--- src/rtl/fft_pkg.sv ---
// Shared constants, load-FSM state type and lane-index helpers for the
// 8-point FFT frame controller.
package fft_pkg;

  // Sample width per real/imag component and points per frame.
  localparam int DW              = 16;
  localparam int N               = 8;
  localparam int IDXW            = 3;
  // Default watchdog limit, in cycles from core_start to core_done.
  localparam int TIMEOUT_DEFAULT = 1024;

  typedef enum logic [1:0] {
    LOAD = 2'd0,
    KICK = 2'd1,
    BUSY = 2'd2
  } ctrl_state_e;

  // Bit offset of lane idx inside a packed N*w frame vector.
  function automatic int lane_lsb(input int idx, input int w);
    return idx * w;
  endfunction

  // Frame index successor, wrapping after the last point.
  function automatic logic [IDXW-1:0] idx_next(input logic [IDXW-1:0] idx);
    return (idx == IDXW'(N - 1)) ? '0 : idx + IDXW'(1);
  endfunction

endpackage

--- src/rtl/fft_frame_obuf.sv ---
// Output frame buffer: captures a full result frame in one cycle and
// streams it out one bin at a time on a valid/ready handshake.
module fft_frame_obuf
  import fft_pkg::*;
(
  input  logic            clk,
  input  logic            rst,
  input  logic            i_capture,
  input  logic [N*DW-1:0] i_cap_real,
  input  logic [N*DW-1:0] i_cap_imag,
  input  logic            i_out_ready,
  output logic            o_out_valid,
  output logic [DW-1:0]   o_out_real,
  output logic [DW-1:0]   o_out_imag,
  output logic            o_out_last,
  output logic            o_cap_ok
);

  localparam logic [IDXW-1:0] LAST_IDX = IDXW'(N - 1);

  logic [DW-1:0]   r_obuf_real [N];
  logic [DW-1:0]   r_obuf_imag [N];
  logic [DW-1:0]   w_cap_real  [N];
  logic [DW-1:0]   w_cap_imag  [N];
  logic [IDXW-1:0] r_rd_idx;
  logic            r_full;
  logic            w_xfer;
  logic            w_last_xfer;

  genvar gi;
  generate
    for (gi = 0; gi < N; gi++) begin : g_unpack
      assign w_cap_real[gi] = i_cap_real[lane_lsb(gi, DW) +: DW];
      assign w_cap_imag[gi] = i_cap_imag[lane_lsb(gi, DW) +: DW];
    end
  endgenerate

  assign w_xfer      = r_full && i_out_ready;
  assign w_last_xfer = w_xfer && (r_rd_idx == LAST_IDX);
  // A new frame may land when the buffer is empty or is emptying this cycle.
  assign o_cap_ok    = !r_full || w_last_xfer;

  // Buffer contents, read pointer and full flag; capture outranks the drain.
  always_ff @(posedge clk) begin
    if (rst) begin
      r_full   <= 1'b0;
      r_rd_idx <= '0;
      for (int i = 0; i < N; i++) begin
        r_obuf_real[i] <= '0;
        r_obuf_imag[i] <= '0;
      end
    end else if (i_capture) begin
      r_full   <= 1'b1;
      r_rd_idx <= '0;
      for (int i = 0; i < N; i++) begin
        r_obuf_real[i] <= w_cap_real[i];
        r_obuf_imag[i] <= w_cap_imag[i];
      end
    end else if (w_xfer) begin
      r_rd_idx <= idx_next(r_rd_idx);
      if (w_last_xfer) begin
        r_full <= 1'b0;
      end
    end
  end

  // Presented bin only moves on a transfer, so it is stable under stall.
  assign o_out_valid = r_full;
  assign o_out_real  = r_obuf_real[r_rd_idx];
  assign o_out_imag  = r_obuf_imag[r_rd_idx];
  assign o_out_last  = r_full && (r_rd_idx == LAST_IDX);

endmodule

--- src/rtl/fft_8_frame_ctrl.sv ---
// Frame sequencer around the 8-point FFT core: packs a serial sample
// stream into a frame, runs the core under a watchdog, and hands the
// results to a separate output buffer that drains serially.
module fft_8_frame_ctrl
  import fft_pkg::*;
#(
  parameter int TIMEOUT = TIMEOUT_DEFAULT
) (
  input  logic            clk,
  input  logic            rst,
  input  logic            in_valid,
  output logic            in_ready,
  input  logic [DW-1:0]   in_real,
  input  logic [DW-1:0]   in_imag,
  output logic            out_valid,
  input  logic            out_ready,
  output logic [DW-1:0]   out_real,
  output logic [DW-1:0]   out_imag,
  output logic            out_last,
  output logic            core_start,
  input  logic            core_done,
  output logic [N*DW-1:0] core_in_real,
  output logic [N*DW-1:0] core_in_imag,
  input  logic [N*DW-1:0] core_out_real,
  input  logic [N*DW-1:0] core_out_imag,
  output logic [15:0]     frame_cnt,
  output logic            err_timeout
);

  localparam int              WDW        = $clog2(TIMEOUT + 1);
  localparam logic [IDXW-1:0] LAST_IDX   = IDXW'(N - 1);
  // In BUSY the counter lags the cycles since core_start by one, so this
  // value marks the cycle exactly TIMEOUT cycles after the start pulse.
  localparam logic [WDW-1:0]  WDOG_LIMIT = WDW'(TIMEOUT - 1);

  ctrl_state_e     r_state;
  ctrl_state_e     w_state_next;
  logic [IDXW-1:0] r_wr_idx;
  logic [DW-1:0]   r_ibuf_real [N];
  logic [DW-1:0]   r_ibuf_imag [N];
  logic [WDW-1:0]  r_wdog;
  logic [15:0]     r_frame_cnt;
  logic            w_accept;
  logic            w_capture;
  logic            w_cap_ok;
  logic            w_wdog_expired;

  assign w_accept       = in_valid && in_ready;
  assign w_wdog_expired = (r_wdog == WDOG_LIMIT);

  // Load FSM state register.
  always_ff @(posedge clk) begin
    if (rst) begin
      r_state <= LOAD;
    end else begin
      r_state <= w_state_next;
    end
  end

  // Load FSM next-state: done only counts in BUSY, so a stale done from
  // the previous frame seen during KICK is ignored.
  always_comb begin
    w_state_next = r_state;
    case (r_state)
      LOAD: begin
        if (w_accept && (r_wr_idx == LAST_IDX)) begin
          w_state_next = KICK;
        end
      end
      KICK: begin
        w_state_next = BUSY;
      end
      BUSY: begin
        if (core_done) begin
          if (w_cap_ok) begin
            w_state_next = LOAD;
          end
        end else if (w_wdog_expired) begin
          w_state_next = LOAD;
        end
      end
      default: begin
        w_state_next = LOAD;
      end
    endcase
  end

  // Load FSM outputs; in_ready is held low while reset is asserted.
  always_comb begin
    in_ready    = 1'b0;
    core_start  = 1'b0;
    err_timeout = 1'b0;
    w_capture   = 1'b0;
    case (r_state)
      LOAD: begin
        in_ready = !rst;
      end
      KICK: begin
        core_start = 1'b1;
      end
      BUSY: begin
        w_capture   = core_done && w_cap_ok;
        err_timeout = !core_done && w_wdog_expired;
      end
      default: begin
        in_ready = 1'b0;
      end
    endcase
  end

  // Input frame buffer, write index, watchdog and delivered-frame counter.
  always_ff @(posedge clk) begin
    if (rst) begin
      r_wr_idx    <= '0;
      r_wdog      <= '0;
      r_frame_cnt <= '0;
      for (int i = 0; i < N; i++) begin
        r_ibuf_real[i] <= '0;
        r_ibuf_imag[i] <= '0;
      end
    end else begin
      if (w_accept) begin
        r_ibuf_real[r_wr_idx] <= in_real;
        r_ibuf_imag[r_wr_idx] <= in_imag;
        r_wr_idx              <= idx_next(r_wr_idx);
      end
      // Watchdog restarts on the kick and freezes while done is held.
      if (r_state == KICK) begin
        r_wdog <= '0;
      end else if ((r_state == BUSY) && !core_done) begin
        r_wdog <= r_wdog + WDW'(1);
      end
      if (w_capture) begin
        r_frame_cnt <= r_frame_cnt + 16'd1;
      end
    end
  end

  assign frame_cnt = r_frame_cnt;

  genvar gi;
  generate
    for (gi = 0; gi < N; gi++) begin : g_pack
      assign core_in_real[lane_lsb(gi, DW) +: DW] = r_ibuf_real[gi];
      assign core_in_imag[lane_lsb(gi, DW) +: DW] = r_ibuf_imag[gi];
    end
  endgenerate

  fft_frame_obuf u_obuf (
    .clk         (clk),
    .rst         (rst),
    .i_capture   (w_capture),
    .i_cap_real  (core_out_real),
    .i_cap_imag  (core_out_imag),
    .i_out_ready (out_ready),
    .o_out_valid (out_valid),
    .o_out_real  (out_real),
    .o_out_imag  (out_imag),
    .o_out_last  (out_last),
    .o_cap_ok    (w_cap_ok)
  );

endmodule

--- config.mk ---
export PLATFORM = sky130hd
export DESIGN_NAME = fft_8_frame_ctrl
export DESIGN_NICKNAME = d
export VERILOG_FILES = /design/src/rtl/fft_pkg.sv /design/src/rtl/fft_frame_obuf.sv /design/src/rtl/fft_8_frame_ctrl.sv
export SDC_FILE = /design/constraint.sdc
export NUM_CORES = 1
export LEC_CHECK = 0
export ABC_CLOCK_PERIOD_IN_PS = 7800
export BUFFER_PORTS_ARGS = -buffer_cell sky130_fd_sc_hd__buf_2
export CELL_PAD_IN_SITES_DETAIL_PLACEMENT = 0
export CELL_PAD_IN_SITES_GLOBAL_PLACEMENT = 1
export CORE_AREA = 2 2 235 237
export CTS_CLUSTER_SIZE = 8
export DETAILED_ROUTE_END_ITERATION = 7
export DIE_AREA = 0 0 237 239
export GPL_TIMING_DRIVEN = 0
export PLACE_DENSITY = 0.83
export SLEW_MARGIN = 20
export SYNTH_ARGS = -nofsm -noshare
export SYNTH_HDL_FRONTEND = slang
export SYNTH_SLANG_ARGS = --single-unit
--- constraint.sdc ---
create_clock -name clk -period 7.8 [get_ports clk]
set_input_delay 0.39 -clock clk [delete_from_list [all_inputs] [get_ports clk]]
set_output_delay 0.39 -clock clk [all_outputs]
set_load 0.03 [all_outputs]
==> results by group, run 1 <==
Timing
  • Worst hold margin: 0.0578 ns
  • Worst rel slew slack: 0.341
  • Final setup vio count: 0
  • Pin slew with the least headroom to its limit: 0.988 ns
  • Unrepaired setup endpoints after global routing: no
  • Total negative slack: 0 ns
  • Max Clock Freq: 0.288 GHz
  • Min Tclk post-route: 3.48 ns
  • Setup ws final: 4.32 ns
  • Final Max Tran Viols: 0
  • Worst Skew: 0.0269 ns
  • Final period util: 0.446
  • Final hold violation count: 0

Setup path
  • Reg2reg end: u_obuf.r_obuf_real[6][4]$_SDFFCE_PP0P_
  • Critical path launch point type: flip-flop
  • R2R depth: 8
  • Worst-path fanout max: 10
  • Critical path class: flip-flop to output pin
  • Worst R2R Start: u_obuf.r_rd_idx[0]$_SDFFE_PP0N_
  • CP endpoint kind: output pin
  • Worst EP arrival: 3.09 ns
  • R2r setup slk: 4.57 ns
  • Worst Path Required: 7.41 ns

Cells and area
  • Area growth from synthesis to layout: 27.4%
  • Final net count: 2,395
  • Layout cells sized above 1: 0.395
  • Leading cell type in the layout, fill and taps excluded: buf_2
  • Fin area: 0.0288 mm²
  • Final Non-Filler Cells: 2,833
  • Fin util: 0.531
  • Most frequent cells in the layout: buf_2 (610), edfxtp_1 (512), and2_1 (452)
  • Layout filler cell count: 4,488

Clock network
  • Clk buf depth: 3
  • Cts hold-fix bufs: 0
  • Root buffer cell: clkbuf_16
  • H-tree depth: 3
  • CTS tree: yes
  • Cts repair resizes: 0
  • CTS sink count: 551
  • Clock slew at reported path FFs: 0.05 ns
  • Clock insertion delay at the later pin of the skew report: 0.61 ns
  • CTS Buf Count: 79
  • Post-CTS setup buffer count: 0

Hold path
  • HP Start: core_out_imag[95]
  • Worst min path class: input pin to flip-flop
  • Hold depth: 2
  • Hold Path End: u_obuf.r_obuf_imag[5][15]$_SDFFCE_PN0P_

Synthesis
  • Seq cells post-synth: 551
  • Post-Syn Area: 0.0226 mm²
  • Yosys top cell by area: edfxtp_1
  • Ys Warns: 0
  • Number of distinct library cells after synthesis: 47
  • Seq/Total Area, Yosys: 0.714
  • Leading cell types by total area after synthesis: edfxtp_1 (68%), and2_1 (12%), mux4_2 (6.4%)
  • Async set-reset flop share out of synthesis: 0
  • Mapped Cells: 1,410
  • Synth top area share: 0.679
  • Most used DFF post-synth: edfxtp_1
  • Syn avg cell area: 16.1 µm²
  • Synthesized Nets: 1,709
  • EDFF count, synth: 512

Place
  • IO Port Bufs: 601
  • Post-DP HPWL: 49,700 µm
  • Placer Congestion: 0.893
  • DP Area: 0.0266 mm²
  • Post-place setup slack: 4.14 ns
  • Placed cells: 2,719

Flow run
  • Max Cap Viol: 0

Detailed routing
  • Routed Antenna Nets: 0
  • Drt drc: 0
  • Vias: 14,600
  • DR pass1 iterations: 5
  • Initial DRC Count: 843
  • Via/cell ratio: 5.17
  • Routed WL: 68,800 µm
  • WL per Instance: 24.3 µm

Floorplan
  • DIE AREA: 0.0566 mm²
  • Core footprint: 0.0543 mm²
  • DIE WIDTH: 237 µm
  • Die span in y: 239 µm
  • Initial Util: 0.417
  • Rows: 86
  • I/O Pins: 602

Outcome
  • Outcome: finished, final reports clean

Global route
  • Gr ovfl total: 0
  • First-pass GRT wire length: 97,800 µm
  • Vias in the first global route: 15,000
  • Largest net degree at the start of global routing: 57
  • Initial antenna violation count: 29
  • Tot GR Track Use: 0.238

Power and ir drop
  • IR drop worst, VDD: 0.231 mV
  • Leak: 11.8 nW
  • Cell Pwr Density: 240 mW/mm²
  • Total power: 6.93 mW
-- routing by layer --
layer / up-vias / GRT usage / wire, µm
li1: 6449 / - / -
met1: 7346 / 0.274 / 25100
met2: 675 / 0.397 / 33700
met3: 146 / 0.109 / 7950
met4: 26 / 0.0763 / 1780
met5: - / 0 / 179
-- registers in the layout, indices dropped and copies added, names as in the netlist, named ones only --
name / cells
frame_cnt: 16
r_ibuf_imag: 128
r_ibuf_real: 128
r_state: 2
r_wdog: 11
r_wr_idx: 3
u_obuf.o_out_valid: 1
u_obuf.r_obuf_imag: 128
u_obuf.r_obuf_real: 128
u_obuf.r_rd_idx: 3
-- kinds of logic (layout without fill, tap and decap cells) --
kind of cell    count (synthesis)  count (layout)  share of synthesized area
simple gates                  629             629                      0.173
flops                         551             551                      0.714
mux                           100             100                     0.0814
buf+inv                        83             785                     0.0160
compound gates                 24              24                    0.00614
xor+xnor                       17              17                    0.00658
fa+ha+maj                       6               6                    0.00332
other cells                     0              17                          0
-- power by group --
group	switching [mW]	internal, mW
Combinational	0.326	0.145
Sequential	0.0338	3.35
Clock	1.22	1.85
Total	1.58	5.35
-- final cells by class --
type | count | area [µm²] | share of cell area
Antenna cell | 17 | 42.5 | 0.00147
Buffer | 79 | 348 | 0.0121
Clock buffer | 90 | 2070 | 0.0718
Clock inverter | 7 | 95.1 | 0.00330
Inverter | 4 | 15.0 | 0.000521
Multi-Input combinational cell | 776 | 6120 | 0.212
Sequential cell | 551 | 16200 | 0.560
Tap cell | 704 | 881 | 0.0305
Timing Repair Buffer | 605 | 3120 | 0.108
-- synthesized netlist by cell type (7+ instances only) --
cell type and n:
xnor2_1 10, a21oi_1 12, mux2_2 33, and2_1 452, nor2_1 30, edfxtp_1 512
clkbuf_2 14, nor2b_1 67, dfxtp_1 39, mux4_2 64, clkbuf_1 50, nand2_1 13
xor2_1 7, or2_2 9, buf_2 9
-- worst max-delay path by stage --
stage | from | to | slack, ns
6_report | flip-flop | out_real[6] | 4.32
3_5_place_dp | rst | u_obuf.r_obuf_real[0][8]$_SDFFCE_PN0P_ | 4.14
4_1_cts | flip-flop | out_real[10] | 4.26
5_1_grt | flip-flop | out_real[6] | 4.24
2_1_floorplan | u_obuf.r_rd_idx[0]$_SDFFE_PP0N_ | u_obuf.r_obuf_imag[0][0]$_SDFFCE_PN0P_ | 3.14
3_3_place_gp | rst | u_obuf.r_obuf_real[1][6]$_SDFFCE_PN0P_ | 1.40
-- worst max-delay path, stage by stage (launching register included) --
cell and delay [ns]:
dfxtp_1 0.30, clkbuf_1 0.56, clkbuf_1 0.69, mux4_2 0.47, mux2_2 0.29, buf_2 0.18
(Power assumes the default switching activity.)
==> inputs of run 2 (changes only) <==
--- a/config.mk
+++ b/config.mk
@@ -5,16 +5,17 @@
 export SDC_FILE = /design/constraint.sdc
 export NUM_CORES = 1
 export LEC_CHECK = 0
-export ABC_CLOCK_PERIOD_IN_PS = 7800
+export ABC_AREA = 1
+export ABC_CLOCK_PERIOD_IN_PS = 3250
 export BUFFER_PORTS_ARGS = -buffer_cell sky130_fd_sc_hd__buf_2
 export CELL_PAD_IN_SITES_DETAIL_PLACEMENT = 0
 export CELL_PAD_IN_SITES_GLOBAL_PLACEMENT = 1
-export CORE_AREA = 2 2 235 237
+export CORE_MARGIN = 2
+export CORE_UTILIZATION = 42
 export CTS_CLUSTER_SIZE = 8
 export DETAILED_ROUTE_END_ITERATION = 7
-export DIE_AREA = 0 0 237 239
 export GPL_TIMING_DRIVEN = 0
-export PLACE_DENSITY = 0.83
+export PLACE_DENSITY = 0.86
 export SLEW_MARGIN = 20
 export SYNTH_ARGS = -nofsm -noshare
 export SYNTH_HDL_FRONTEND = slang
==> constraint.sdc (replaced) <==
create_clock -name clk -period 3.25 [get_ports clk]
set_input_delay 0.1625 -clock clk [delete_from_list [all_inputs] [get_ports clk]]
set_output_delay 0.1625 -clock clk [all_outputs]
set_load 0.03 [all_outputs]
==> results by group, run 2 <==
Outcome
  • Outcome: finished, final reports clean (unchanged)

Setup path
  • Crit path largest cell delay: 0.44 ns (was 0.69 ns)
  • Slowest cell on the critical path: buf_16 (was clkbuf_1)
  • Crit path max-delay family: buffers and inverters (unchanged)
  • CP bufs+invs: 3 (unchanged)
  • Critical path class: flip-flop to flip-flop (was flip-flop to output pin)
  • Critical path launch point type: flip-flop (unchanged)
  • Worst-path fanout max: 99 (was 10)
  • Critical path cell sequence: ha_1, ha_1, nand2_1, nand2_1, nand2_2, buf_4, nand2_8, buf_16, buf_16 (was clkbuf_1, clkbuf_1, mux4_2, mux2_2, buf_2)
  • Worst Path Required: 3.49 ns (was 7.41 ns)
  • Worst EP arrival: 3.19 ns (was 3.09 ns)
  • CP endpoint kind: flip-flop (was output pin)

Synthesis
  • Synthesized Nets: 2,384 (was 1,709)
  • Seq/Total Area, Yosys: 0.680 (was 0.714)
  • Post-Syn Area: 0.0238 mm² (was 0.0226 mm²)
  • Leading cell types by total area after synthesis: edfxtp_1 (65%), nor2_1 (9.2%), inv_1 (5.1%) (was edfxtp_1 (68%), and2_1 (12%), mux4_2 (6.4%))
  • Ys Warns: 0 (unchanged)
  • Most common cell in the netlist: nor2_1 (was edfxtp_1)
  • Post-Synth Simple-Gate Area: 0.182 (was 0.173)
  • Main combinational cell family by area after synthesis: simple AND/OR/NAND/NOR gates (unchanged)
  • Async set-reset flop share out of synthesis: 0 (unchanged)
  • Number of distinct library cells after synthesis: 32 (was 47)
  • Synth Area in XOR/XNOR: 0.000368 (was 0.00658)
  • EDFF count, synth: 512 (unchanged)
  • Most used DFF post-synth: edfxtp_1 (unchanged)
  • Yosys top cell by area: edfxtp_1 (unchanged)
  • Synth top area share: 0.647 (was 0.679)
  • Seq cells post-synth: 551 (unchanged)
  • Synth Area in Adders: 0.00316 (was 0.00332)
  • Compound-Gate Fraction of Synth Area: 0.0408 (was 0.00614)
  • Mapped Cells: 2,085 (was 1,410)
  • Synth top cells by count: nor2_1 (580), edfxtp_1 (512), inv_1 (323), nand2_1 (170), nor2_4 (107) (was edfxtp_1 (512), and2_1 (452), nor2b_1 (67), mux4_2 (64), clkbuf_1 (50))
  • Syn avg cell area: 11.4 µm² (was 16.1 µm²)
  • Mux contribution to synthesized area: 0.0135 (was 0.0814)

Timing
  • Final Max Tran Viols: 0 (unchanged)
  • Worst Skew: 0.0309 ns (was 0.0269 ns)
  • Final period util: 0.905
  • Setup ws final: 0.307 ns (was 4.32 ns)
  • Final hold violation count: 0 (unchanged)
  • Min Tclk post-route: 2.94 ns
  • Unrepaired setup endpoints after global routing: no (unchanged)
  • Worst rel slew slack: 0.435 (was 0.341)
  • Total negative slack: 0 ns (unchanged)
  • Max Clock Freq: 0.340 GHz
  • Final setup vio count: 0 (unchanged)
  • Pin slew with the least headroom to its limit: 0.844 ns (was 0.988 ns)

Global route
  • Initial antenna violation count: 13 (was 29)
  • Tot GR Track Use: 0.287 (was 0.238)
  • Vias in the first global route: 20,200 (was 15,000)
  • First-pass GRT wire length: 125,000 µm (was 97,800 µm)
  • Largest net degree at the start of global routing: 100 (was 57)
  • Gr ovfl total: 0 (unchanged)

Floorplan
  • DIE WIDTH: 242 µm (was 237 µm)
  • I/O Pins: 602 (unchanged)
  • Die span in y: 242 µm (was 239 µm)
  • Core footprint: 0.0562 mm² (was 0.0543 mm²)
  • Rows: 87 (was 86)
  • Initial Util: 0.423 (was 0.417)
  • DIE AREA: 0.0585 mm² (was 0.0566 mm²)

Clock network
  • Cts repair resizes: 0 (unchanged)
  • Root buffer cell: clkbuf_16 (unchanged)
  • Post-CTS setup buffer count: 0 (unchanged)
  • Clk buf depth: 3 (unchanged)
  • CTS tree: yes (unchanged)
  • H-tree depth: 3 (unchanged)
  • CTS Buf Count: 79 (unchanged)
  • CTS sink count: 551 (unchanged)
  • Clock slew at reported path FFs: 0.05 ns (about the same)
  • Clock insertion delay at the later pin of the skew report: 0.63 ns (was 0.61 ns)

Power and ir drop
  • IR drop worst, VDD: 0.563 mV (was 0.231 mV)
  • Cell Pwr Density: 528 mW/mm² (was 240 mW/mm²)
  • Leak: 14.7 nW (was 11.8 nW)

Cells and area
  • Most frequent cells in the layout: buf_2 (642), nor2_1 (580), edfxtp_1 (512) (was buf_2 (610), edfxtp_1 (512), and2_1 (452))
  • Sequential Area: 0.0162 mm² (unchanged)
  • Final net count: 3,349 (was 2,395)
  • Area growth from synthesis to layout: 38.6% (was 27.4%)
  • Layout cells sized above 1: 0.292 (was 0.395)
  • Layout filler cell count: 4,492 (was 4,488)
  • Area of the multi-input gates: 0.00574 mm² (was 0.00612 mm²)
  • Final Non-Filler Cells: 3,843 (was 2,833)
  • Leading cell type in the layout, fill and taps excluded: buf_2 (unchanged)

Detailed routing
  • Vias: 19,400 (was 14,600)
  • WL per Instance: 22.2 µm (was 24.3 µm)
  • Initial DRC Count: 1,719 (was 843)
  • Routed Antenna Nets: 0 (unchanged)
  • Via/cell ratio: 5.05 (was 5.17)
  • Drt drc: 0 (unchanged)
  • Routed WL: 85,400 µm (was 68,800 µm)
  • DR pass1 iterations: 6 (was 5)

Flow run
  • Max Cap Viol: 0 (unchanged)

Hold path
  • Worst min path class: input pin to flip-flop (unchanged)

Place
  • Post-place setup slack: 0.159 ns (was 4.14 ns)
  • Placed cells: 3,451 (was 2,719)
  • Post-DP HPWL: 59,900 µm (was 49,700 µm)
  • Placer Congestion: 0.944 (was 0.893)
  • IO Port Bufs: 601 (unchanged)
## run 2: changes by cell type in the layout (fill, tap and decap cells not counted), sizes merged, moves of 24 or more
cell	previous run	this run
nor2	33	688
and2	452	0
inv	5	330
dlygate4sd3	0	273
nand2	14	179
nor2b	67	0
o21ai	6	72
mux4	64	0
buf	620	682
mux2	33	0
o22ai	0	32
o32ai	0	32
mux2i	3	32
clkbuf	154	130
## run 2: routing by layer
metal | wire [µm] | up-vias | GRT usage
met4 | 4240 | 10 | 0.130
li1 | - | 8697 | -
met2 | 41500 | 1149 | 0.487
met5 | 65 | - | 0
met1 | 30800 | 9291 | 0.330
met3 | 8820 | 278 | 0.0938
## run 2: power breakdown
part           switching, mW  total, mW  internal (mW)
clock network           3.11       7.59           4.49
logic                   1.09       1.65          0.566
registers             0.0879       8.14           8.06
## run 2: worst register-to-register path: cells and delay by family, from the launching register on
family	cells	cell delay, ns
adder cells (fa/ha/maj)	2	0.39
buffers and inverters	3	1.13
AND/OR/NAND/NOR	4	0.64
flip-flops	1	0.35
## run 2: cell families (layout without fill, tap and decap cells)
family,Yosys count,in the layout
buffers and inverters,429,1421
other,0,9
adders and majority gates,6,6
AOI/OAI and AO/OA,160,160
DFF,551,551
xor gates and xnor gates,1,1
muxes,32,32
and+or+nand+nor,906,907
## run 2: metrics by stage
stage,hold slack [ns],total power [mW],area (µm²),utilization
2_1_floorplan,0.315,8.98,23800,-
3_3_place_gp,0.448,9.59,27700,0.494
3_5_place_dp,0.453,9.62,28000,0.498
4_1_cts,0.000651,17.4,32900,0.586
5_1_grt,0.0255,17.8,32900,0.587
6_report,0.0210,17.4,33000,0.587
## run 2: final timing paths
kind                                        start                                endpoint  slack [ns]  cells after the start
setup / recovery  u_obuf.r_rd_idx[0]$_SDFFE_PP0N_  u_obuf.r_obuf_real[2][7]$_SDFFCE_PN0P_        0.31                      9
hold / removal                        in_imag[10]        r_ibuf_imag[6][10]$_SDFFCE_PN0P_        0.02                      3
setup reg to reg  u_obuf.r_rd_idx[0]$_SDFFE_PP0N_  u_obuf.r_obuf_real[2][7]$_SDFFCE_PN0P_        0.31                      9
hold reg to reg         frame_cnt[4]$_SDFFE_PP0P_               frame_cnt[4]$_SDFFE_PP0P_        0.46                      2
## run 2: layout make-up
cell class / instances / share of cell area
antenna: 9 / 0.000683
buffer: 101 / 0.0211
clock buffer: 101 / 0.0634
clock inverter: 8 / 0.00437
inverter: 328 / 0.0374
multi-input combinational: 1106 / 0.174
sequential: 551 / 0.490
tap: 756 / 0.0287
timing repair buffer: 883 / 0.180
## run 2: timing repair
action / CTS / global route
hold endpoints to repair: 344 / 0
setup endpoints to repair: 0 / 99
hold buffers: 273 / 0
